<file path="src/rtl/sprite_layer_engine.sv">
// rtl/sprite_layer_engine.sv - multi-sprite hit test, ROM fetch and pixel output pipeline
module sprite_layer_engine #(
  parameter int NUM_SPRITES = 4,
  parameter int SPR_W       = 32,
  parameter int SPR_H       = 32,
  parameter int COORD_W     = 10,
  parameter int PIX_W       = 2,
  parameter int ANIM_FRAMES = 4,
  parameter int ANIM_DIV    = 8,
  localparam int ID_W  = (NUM_SPRITES > 1) ? $clog2(NUM_SPRITES) : 1,
  localparam int FR_W  = (ANIM_FRAMES > 1) ? $clog2(ANIM_FRAMES) : 1,
  localparam int X_W   = (SPR_W > 1) ? $clog2(SPR_W) : 1,
  localparam int Y_W   = (SPR_H > 1) ? $clog2(SPR_H) : 1,
  localparam int DIV_W = (ANIM_DIV > 1) ? $clog2(ANIM_DIV) : 1
) (
  input  logic               clk,
  input  logic               rst,
  input  logic [COORD_W-1:0] hcount,
  input  logic [COORD_W-1:0] vcount,
  input  logic               bounds_draw,
  input  logic               frame_start,
  input  logic               pos_we,
  input  logic [ID_W-1:0]    pos_sel,
  input  logic [COORD_W-1:0] pos_h,
  input  logic [COORD_W-1:0] pos_v,
  input  logic               pos_en,
  output logic [ID_W-1:0]    mem_id,
  output logic [FR_W-1:0]    mem_frame,
  output logic [X_W-1:0]     mem_x,
  output logic [Y_W-1:0]     mem_y,
  input  logic [PIX_W-1:0]   mem_data,
  output logic [PIX_W-1:0]   pix_out,
  output logic               pix_hit,
  output logic [ID_W-1:0]    hit_id
);

  logic [COORD_W-1:0] r_pend_h  [NUM_SPRITES];
  logic [COORD_W-1:0] r_pend_v  [NUM_SPRITES];
  logic               r_pend_en [NUM_SPRITES];
  logic [COORD_W-1:0] r_act_h   [NUM_SPRITES];
  logic [COORD_W-1:0] r_act_v   [NUM_SPRITES];
  logic               r_act_en  [NUM_SPRITES];
  logic [DIV_W-1:0]   r_div;
  logic [FR_W-1:0]    r_frame;

  logic               r_hit1;
  logic [ID_W-1:0]    r_mem_id;
  logic [FR_W-1:0]    r_mem_frame;
  logic [X_W-1:0]     r_mem_x;
  logic [Y_W-1:0]     r_mem_y;
  logic               r_hit2;
  logic [ID_W-1:0]    r_id2;

  logic [NUM_SPRITES-1:0] w_cover;
  logic                   w_hit;
  logic [ID_W-1:0]        w_idx;
  logic [X_W-1:0]         w_dx;
  logic [Y_W-1:0]         w_dy;

  // Copy reads the pre-edge pending values, so a same-cycle write waits one frame.
  always_ff @(posedge clk or posedge rst) begin
    if (rst) begin
      for (int i = 0; i < NUM_SPRITES; i++) begin
        r_pend_h[i]  <= '0;
        r_pend_v[i]  <= '0;
        r_pend_en[i] <= 1'b0;
        r_act_h[i]   <= '0;
        r_act_v[i]   <= '0;
        r_act_en[i]  <= 1'b0;
      end
      r_div   <= '0;
      r_frame <= '0;
    end else begin
      for (int i = 0; i < NUM_SPRITES; i++) begin
        if (frame_start) begin
          r_act_h[i]  <= r_pend_h[i];
          r_act_v[i]  <= r_pend_v[i];
          r_act_en[i] <= r_pend_en[i];
        end
        if (pos_we && (pos_sel == ID_W'(i))) begin
          r_pend_h[i]  <= pos_h;
          r_pend_v[i]  <= pos_v;
          r_pend_en[i] <= pos_en;
        end
      end
      if (frame_start) begin
        if (r_div == DIV_W'(ANIM_DIV - 1)) begin
          r_div   <= '0;
          r_frame <= (r_frame == FR_W'(ANIM_FRAMES - 1)) ? '0 : r_frame + 1'b1;
        end else begin
          r_div <= r_div + 1'b1;
        end
      end
    end
  end

  // Right/bottom extents are one bit wider so edge sprites clip instead of wrapping.
  for (genvar g = 0; g < NUM_SPRITES; g++) begin : g_cover
    logic [COORD_W:0] w_h_end;
    logic [COORD_W:0] w_v_end;
    assign w_h_end = {1'b0, r_act_h[g]} + (COORD_W+1)'(SPR_W);
    assign w_v_end = {1'b0, r_act_v[g]} + (COORD_W+1)'(SPR_H);
    assign w_cover[g] = r_act_en[g] && bounds_draw &&
                        (hcount >= r_act_h[g]) && ({1'b0, hcount} < w_h_end) &&
                        (vcount >= r_act_v[g]) && ({1'b0, vcount} < w_v_end);
  end

  always_comb begin
    w_hit = 1'b0;
    w_idx = '0;
    w_dx  = '0;
    w_dy  = '0;
    for (int i = NUM_SPRITES - 1; i >= 0; i--) begin
      if (w_cover[i]) begin
        w_hit = 1'b1;
        w_idx = ID_W'(i);
        w_dx  = X_W'(hcount - r_act_h[i]);
        w_dy  = Y_W'(vcount - r_act_v[i]);
      end
    end
  end

  always_ff @(posedge clk or posedge rst) begin
    if (rst) begin
      r_hit1      <= 1'b0;
      r_mem_id    <= '0;
      r_mem_frame <= '0;
      r_mem_x     <= '0;
      r_mem_y     <= '0;
      r_hit2      <= 1'b0;
      r_id2       <= '0;
    end else begin
      r_hit1      <= w_hit;
      r_mem_id    <= w_hit ? w_idx   : '0;
      r_mem_frame <= w_hit ? r_frame : '0;
      r_mem_x     <= w_hit ? w_dx    : '0;
      r_mem_y     <= w_hit ? w_dy    : '0;
      r_hit2      <= r_hit1;
      r_id2       <= r_mem_id;
    end
  end

  assign mem_id    = r_mem_id;
  assign mem_frame = r_mem_frame;
  assign mem_x     = r_mem_x;
  assign mem_y     = r_mem_y;
  // The ROM register is the second pipeline stage; only the qualifying gate follows it.
  assign pix_out   = r_hit2 ? mem_data : '0;
  assign pix_hit   = r_hit2 && (mem_data != '0);
  assign hit_id    = r_id2;

endmodule
</file>
<file path="config.mk">
export PLATFORM = sky130hd
export DESIGN_NAME = sprite_layer_engine
export DESIGN_NICKNAME = d
export VERILOG_FILES = /design/src/rtl/sprite_layer_engine.sv
export SDC_FILE = /design/constraint.sdc
export NUM_CORES = 1
export LEC_CHECK = 0
export ABC_AREA = 1
export BUFFER_PORTS_ARGS = -buffer_cell sky130_fd_sc_hd__buf_2
export CAP_MARGIN = 20
export CORE_ASPECT_RATIO = 1.1
export CORE_MARGIN = 8
export CORE_UTILIZATION = 56
export DETAILED_ROUTE_END_ITERATION = 10
export PLACE_DENSITY_LB_ADDON = 0.15
export SYNTH_ARGS = -nofsm -noshare
export SYNTH_HDL_FRONTEND = slang
export SYNTH_SLANG_ARGS = --single-unit
</file>
<file path="constraint.sdc">
create_clock -name clk -period 5.14 [get_ports clk]
set_input_delay 0.257 -clock clk [delete_from_list [all_inputs] [get_ports clk]]
set_output_delay 0.257 -clock clk [all_outputs]
set_load 0.01 [all_outputs]
</file>
# == Yosys cells after proc, flatten, opt, wreduce, memory -nomap -nowiden ==
# Index checks and enable logic that the tools add are counted.
# W data, S select, Z words.
# totals
reg_bits,191
out_inout_bits,19
elab_cells,123
# op_classes
add_sub_neg,18
order_cmp,16
eq_ne,5
mux,23
reduce_logical,28
# op_table
op,n
$add A10 B6 Y11 const B,8
$lt A10 B11 Y1,8
$ge A10 B10 Y1,8
$mux W5,10
$sub A5 B5 Y5,8
$logic_and A1 B1 Y1,25
$mux W2,8
$eq A2 B2 Y1 const B,3
$mux W1,4
$add A3 B1 Y3 const B,1
$eq A3 B3 Y1 const B,1
$mux W3,1
$add A2 B1 Y2 const B,1
$eq A2 B1 Y1 const B,1
$logic_not A2 Y1,1
$reduce_and A2 Y1,1
$reduce_bool A2 Y1,1

# == Logic depth before layout (Yosys ltp) ==
# depth
ltp_word,10
depth_mapped,18
mapped_depth_nobuf,18

# == Worst setup path after synthesis ==
# No wires, ideal clock.
# synth_timing
kind,reg2reg
startpoint,register r_act_h[15] (netlist bit)
endpoint,register r_mem_x[1] (netlist: mem_x[1])
arrival_ns,1.981
required_time_ns,5.019
slack_ns,3.038
stages_incl_launch_ff,14
path_buffers,0
period_less_slack_ns,2.102
cell_sequence,dfrtp_1 ha_1 inv_1 ha_1 a21o_1 nor2_1 nor2_1 nor2_1 nand2_1 nor2_4 nand3_4 or2_0 nand3_1 a21oi_1
# synth_between
elab_chain_cells,9
word_cells_on_any_way,14
classes_between,add/sub (1); order compare (2); mux (7); reduce/logical (4)
# synth_lines
element,line,rtl
"start, declared",40,logic [COORD_W-1:0] r_act_h [NUM_SPRITES];
"start signal, assigned by index",76,r_act_h[i] <= r_pend_h[i];
$add A10 B6 Y11 / $ge A10 B10 Y1 (equally long branches),"101, 104",
$lt A10 B11 Y1 / $logic_and A1 B1 Y1 (equally long branches),"104, 103",
$logic_and A1 B1 Y1 * (2 in series),104,"(hcount >= r_act_h[g]) && ({1'b0, hcount} < w_h_end) &&"
$logic_and A1 B1 Y1 *,105,"(vcount >= r_act_v[g]) && ({1'b0, vcount} < w_v_end);"
$mux W5 / $mux W1 (equally long branches) (3 in series),114,if (w_cover[i]) begin
$mux W5 *,136,r_mem_x <= w_hit ? w_dx : '0;
"end signal, assigned",136,
"end, declared",49,logic [X_W-1:0] r_mem_x;
# Every way passes the cells marked *; elsewhere a longest branch is shown, timed or not.
# A chain may end at the register's enable or synchronous reset.

# == Worst setup path in the final report ==
# layout_timing
startpoint,register r_act_v[25] (netlist bit)
endpoint,register r_mem_x[1] (netlist: mem_x[1])
# layout_between
elab_chain_cells,6
word_cells_on_any_way,10
classes_between,add/sub (1); order compare (2); mux (5); reduce/logical (2)
# layout_lines
element,line,rtl
"start, declared",41,logic [COORD_W-1:0] r_act_v [NUM_SPRITES];
"start signal, assigned by index",77,r_act_v[i] <= r_pend_v[i];
$add A10 B6 Y11 / $ge A10 B10 Y1 (equally long branches),"102, 105",
$lt A10 B11 Y1 / $logic_and A1 B1 Y1 (equally long branches),"105, 104",
$logic_and A1 B1 Y1 *,105,
$mux W5 / $mux W1 (equally long branches) (2 in series),114,
$mux W5 *,136,
# Marks and branches as above.

==> flow_results.org <==
** Run status
- Run status :: finished clean

** Timing
- Worst slew margin relative to its limit :: 0.298
- Hold violation count in the final report :: 0
- Setup repair after global routing left no endpoint under its margin.
- Total negative slack :: 0 ns
- For the pin with the worst max-slew slack, the measured transition is 1.05 ns.
- Minimum period implied by the final worst setup slack :: 2.62 ns
- Setup violations remaining at the end of the flow were counted as 0.
- Derived from the worst setup path, the maximum achievable clock frequency is 381 MHz.
- The final number of max-transition violations is 0.
- Of the available clock period, the critical path in the final layout requires 0.511.
- Across the routed clock network, the largest skew measured is 0.0128 ns.
- Worst hold slack :: 0.0704 ns

** Floorplanning
- From left edge to right edge, the die measures 153 microns.
- Die Ht :: 166 microns
- For this configuration, the core starts out at a cell density of 0.564.
- The die covers 25300 sq um.
- Row count :: 55
- Number of top-level design ports :: 69
- The floorplan step defined a core boundary enclosing 20400 sq um.

** Synth
- After synthesis, the cell types taking the most area are dfrtp_1, ha_1, nand2_1.
- In the synthesized netlist the async set-or-reset flop fraction comes to 1.00.
- The number of nets handed over by synthesis was 1576.
- By count the netlist is led by nand2_1, dfrtp_1, o21ai_0.
- Yosys mapped a number of flops with a built-in enable equal to 0.
- After synthesis the netlist holds a flip-flop and latch count of 191.
- Instance count of the mapped netlist :: 1387
- The share of synthesized area in the top cell type comes to 0.416.
- Summing every instance area after synthesis gives 11500 sq um.
- Most frequently used flop master after synthesis :: dfrtp_1
- Sequential share of the synthesized area :: 0.416
- Biggest area consumer among synthesized cells :: dfrtp_1
- Average cell area after synthesis :: 8.28 sq um
- Most repeated cell in the gate-level netlist after synthesis :: nand2_1
- Yosys printed 0 warnings.
- The synthesized netlist contains 37 unique library cells.

** Cells and area
- Storage cell area :: 4780 sq um
- In the final layout, the multi-input gates occupy 5910 sq um.
- Diode insertion count for antenna repair :: 0
- Leaving out filler cells and counting taps, the final layout contains 1711.
- Post-layout net count :: 1631
- Fill cell count :: 1797
- In the final layout, the share of cells above drive strength 1 is 0.0948.
- After routing the design area is 12600 sq um.
- Compared with the post-synthesis result, the final layout area differs by 10.0%.

** Routing
- Via Count :: 9182
- After detailed routing, the total wire length is 27300 microns.
- In the routed layout, each cell is associated on average with a via count of 5.37.
- Violation count after the first detailed-route iteration :: 697
- In this run the remaining antenna-violating nets after routing total 0.
- Length of the first detailed-routing pass in iterations :: 5
- After detailed routing, the number of remaining DRC violations is 0.
- After detailed routing, the average wire length per cell comes to 16.0 microns.

** Power and ir drop
- Summed over all cells, the static leakage comes to 6.45 nW.
- Total power for the finished layout comes to 0.00453 W.
- The worst-case IR drop observed on VDD is 0.000205 V.
- Power per cell area :: 359 nW/um^2

** Setup path
- Startpoint types :: flop
- The critical path goes through ha_1 > inv_1 > ha_1 > nand2_1 > inv_1 > nor2_1 > o21a_1 > nor2_1 > nor2_1 > nand2_1 > nor2_2 > nand2_2 > inv_2 > nand2_1 > nand2_1 > inv_1 > a21oi_1.
- Along the worst path, the maximum fanout reaches 15.
- Slowest cell on the critical path :: dfrtp_1
- Required time reported for the critical path endpoint :: 5.50 ns
- On the worst path, the slowest cell contributes a delay of 0.44 ns.
- The worst setup path is captured at a flop.
- At the worst endpoint, the arrival time is 2.98 ns.
- The critical path is of the reg -> reg type.
- Cell class contributing the biggest share of worst-path delay :: simple AND/OR/NAND/NOR gates
- The critical path contains buffers and inverters numbering 4 combined.
- Most repeated library cell on the critical path :: nand2_1

** Clocking
- The number of clock buffers added by TritonCTS is 17.
- In this run the post-CTS setup repair buffer count came out at 0.
- Count of hold-fix buffers inserted at cts :: 0
- At the later pin of the worst-skew pair, clock insertion delay measures 0.44 ns.
- Root cell of the clock tree :: clkbuf_16
- Clock-pin slew was measured on the worst setup and hold paths at 0.08 ns.
- Depth of the CTS H-tree :: 4
- Once the clock tree was built, the resizer swapped 0 gates to a different size.
- Clock Tree Buf Depth :: 2
- TritonCTS clock tree :: yes
- CTS saw 191 sinks.

** Job
- Max cap viols :: 0

** Placed design
- GP Congestion :: 0.908
- The placed instances occupy a cell area of 12000 sq um.
- Once placement completed, the tool counted placed cells totaling 1679.
- Post-detailed-placement half-perimeter wirelength :: 20100 microns
- Buffers placed on the I/O ports in this run total 68.

** Global routing
- Entering global routing, the biggest net connects 192 pins.
- Via count of the first global-routing pass :: 8865
- Global routing finished with a remaining overflow of 0.
- Global-route wire length before repair :: 45200 microns
- The initial antenna violation count was 0.
- In the global route stage, overall resource usage came out at 0.220.

** Min path
- Hold WC Path Type :: in -> async
-- report_power, final --
group / internal, W / switching, W / total, W
registers: 0.00175 / 0.000151 / 0.00190
logic: 0.000509 / 0.000805 / 0.00131
clock network: 0.000653 / 0.000665 / 0.00132
total: 0.00291 / 0.00162 / 0.00453
-- sequential cells by signal (all words and copies together) (netlist names) --
name,count
r_frame,2
r_pend_h,40
r_act_en,4
r_act_v,40
r_act_h,40
r_pend_v,40
r_hit2,1
hit_id,2
r_div,3
mem_frame,2
r_hit1,1
mem_id,2
mem_y,5
r_pend_en,4
mem_x,5
-- cell families (layout without fill, tap and decap cells) --
| logic type | count (synthesis) | in the layout | share of synthesized area |
|---|---|---|---|
| simple gates | 529 | 529 | 0.191 |
| compound gates | 265 | 265 | 0.120 |
| buf+inv | 205 | 273 | 0.0688 |
| flops | 191 | 191 | 0.416 |
| fa+ha+maj | 139 | 139 | 0.157 |
| xor+xnor | 44 | 44 | 0.0336 |
| mux | 14 | 14 | 0.0137 |
-- metrics by stage --
step | setup WS, ns | util
after floorplan | 2.42 | -
after global placement | 2.61 | 0.591
after detailed placement | 2.59 | 0.591
after CTS | 2.55 | 0.620
after global routing | 2.27 | 0.620
final | 2.52 | 0.620
-- per-layer routing --
metal	share of wire	track usage	vias up
li1	-	-	4634
met1	0.50	0.317	4312
met2	0.43	0.333	201
met3	0.046	0.0310	35
met4	0.023	0.0754	0
met5	0	0	-
-- final timing paths --
kind	slack [ns]	from	cells past startpoint	to
hold / removal	0.07	rst	3	r_pend_v[17]
hold reg to reg	0.35	r_hit1	0	r_hit2
setup / recovery	2.52	r_act_v[25]	17	mem_x[1]
max in group asynchronous	4.25	rst	3	r_pend_v[22]
min in group clk	0.12	pos_en	3	r_pend_en[1]
setup reg to reg	2.52	r_act_v[25]	17	mem_x[1]
-- worst reg2reg max path, delay by kind of cell, from the launching register on --
kind	cells	cell delay (ns)
fa+ha+maj	2	0.60
compound gates	2	0.26
flops	1	0.44
simple gates	9	0.91
buf+inv	4	0.32
-- layout by cell type, fill, tap and decap left out, types with 8 or more instances in the layout --
| master | count |
|---|---|
| dfrtp_1 | 191 |
| nand3_1 | 59 |
| nand4_1 | 15 |
| xor2_1 | 31 |
| ha_1 | 131 |
| nor2_1 | 77 |
| clkbuf_16 | 17 |
| a21oi_1 | 73 |
| xnor2_1 | 13 |
| mux2_2 | 14 |
| fa_1 | 8 |
| inv_1 | 164 |
| o21a_1 | 9 |
| o21ai_0 | 168 |
| buf_2 | 67 |
| nand2_1 | 349 |
-- final cells by class --
type | count | area share
timing repair buffer | 74 | 0.0317
sequential | 191 | 0.378
multi-input combinational | 991 | 0.468
tap | 256 | 0.0254
inverter | 167 | 0.0499
clock inverter | 15 | 0.0130
clock buffer | 17 | 0.0337
(Power assumes the default switching activity.)
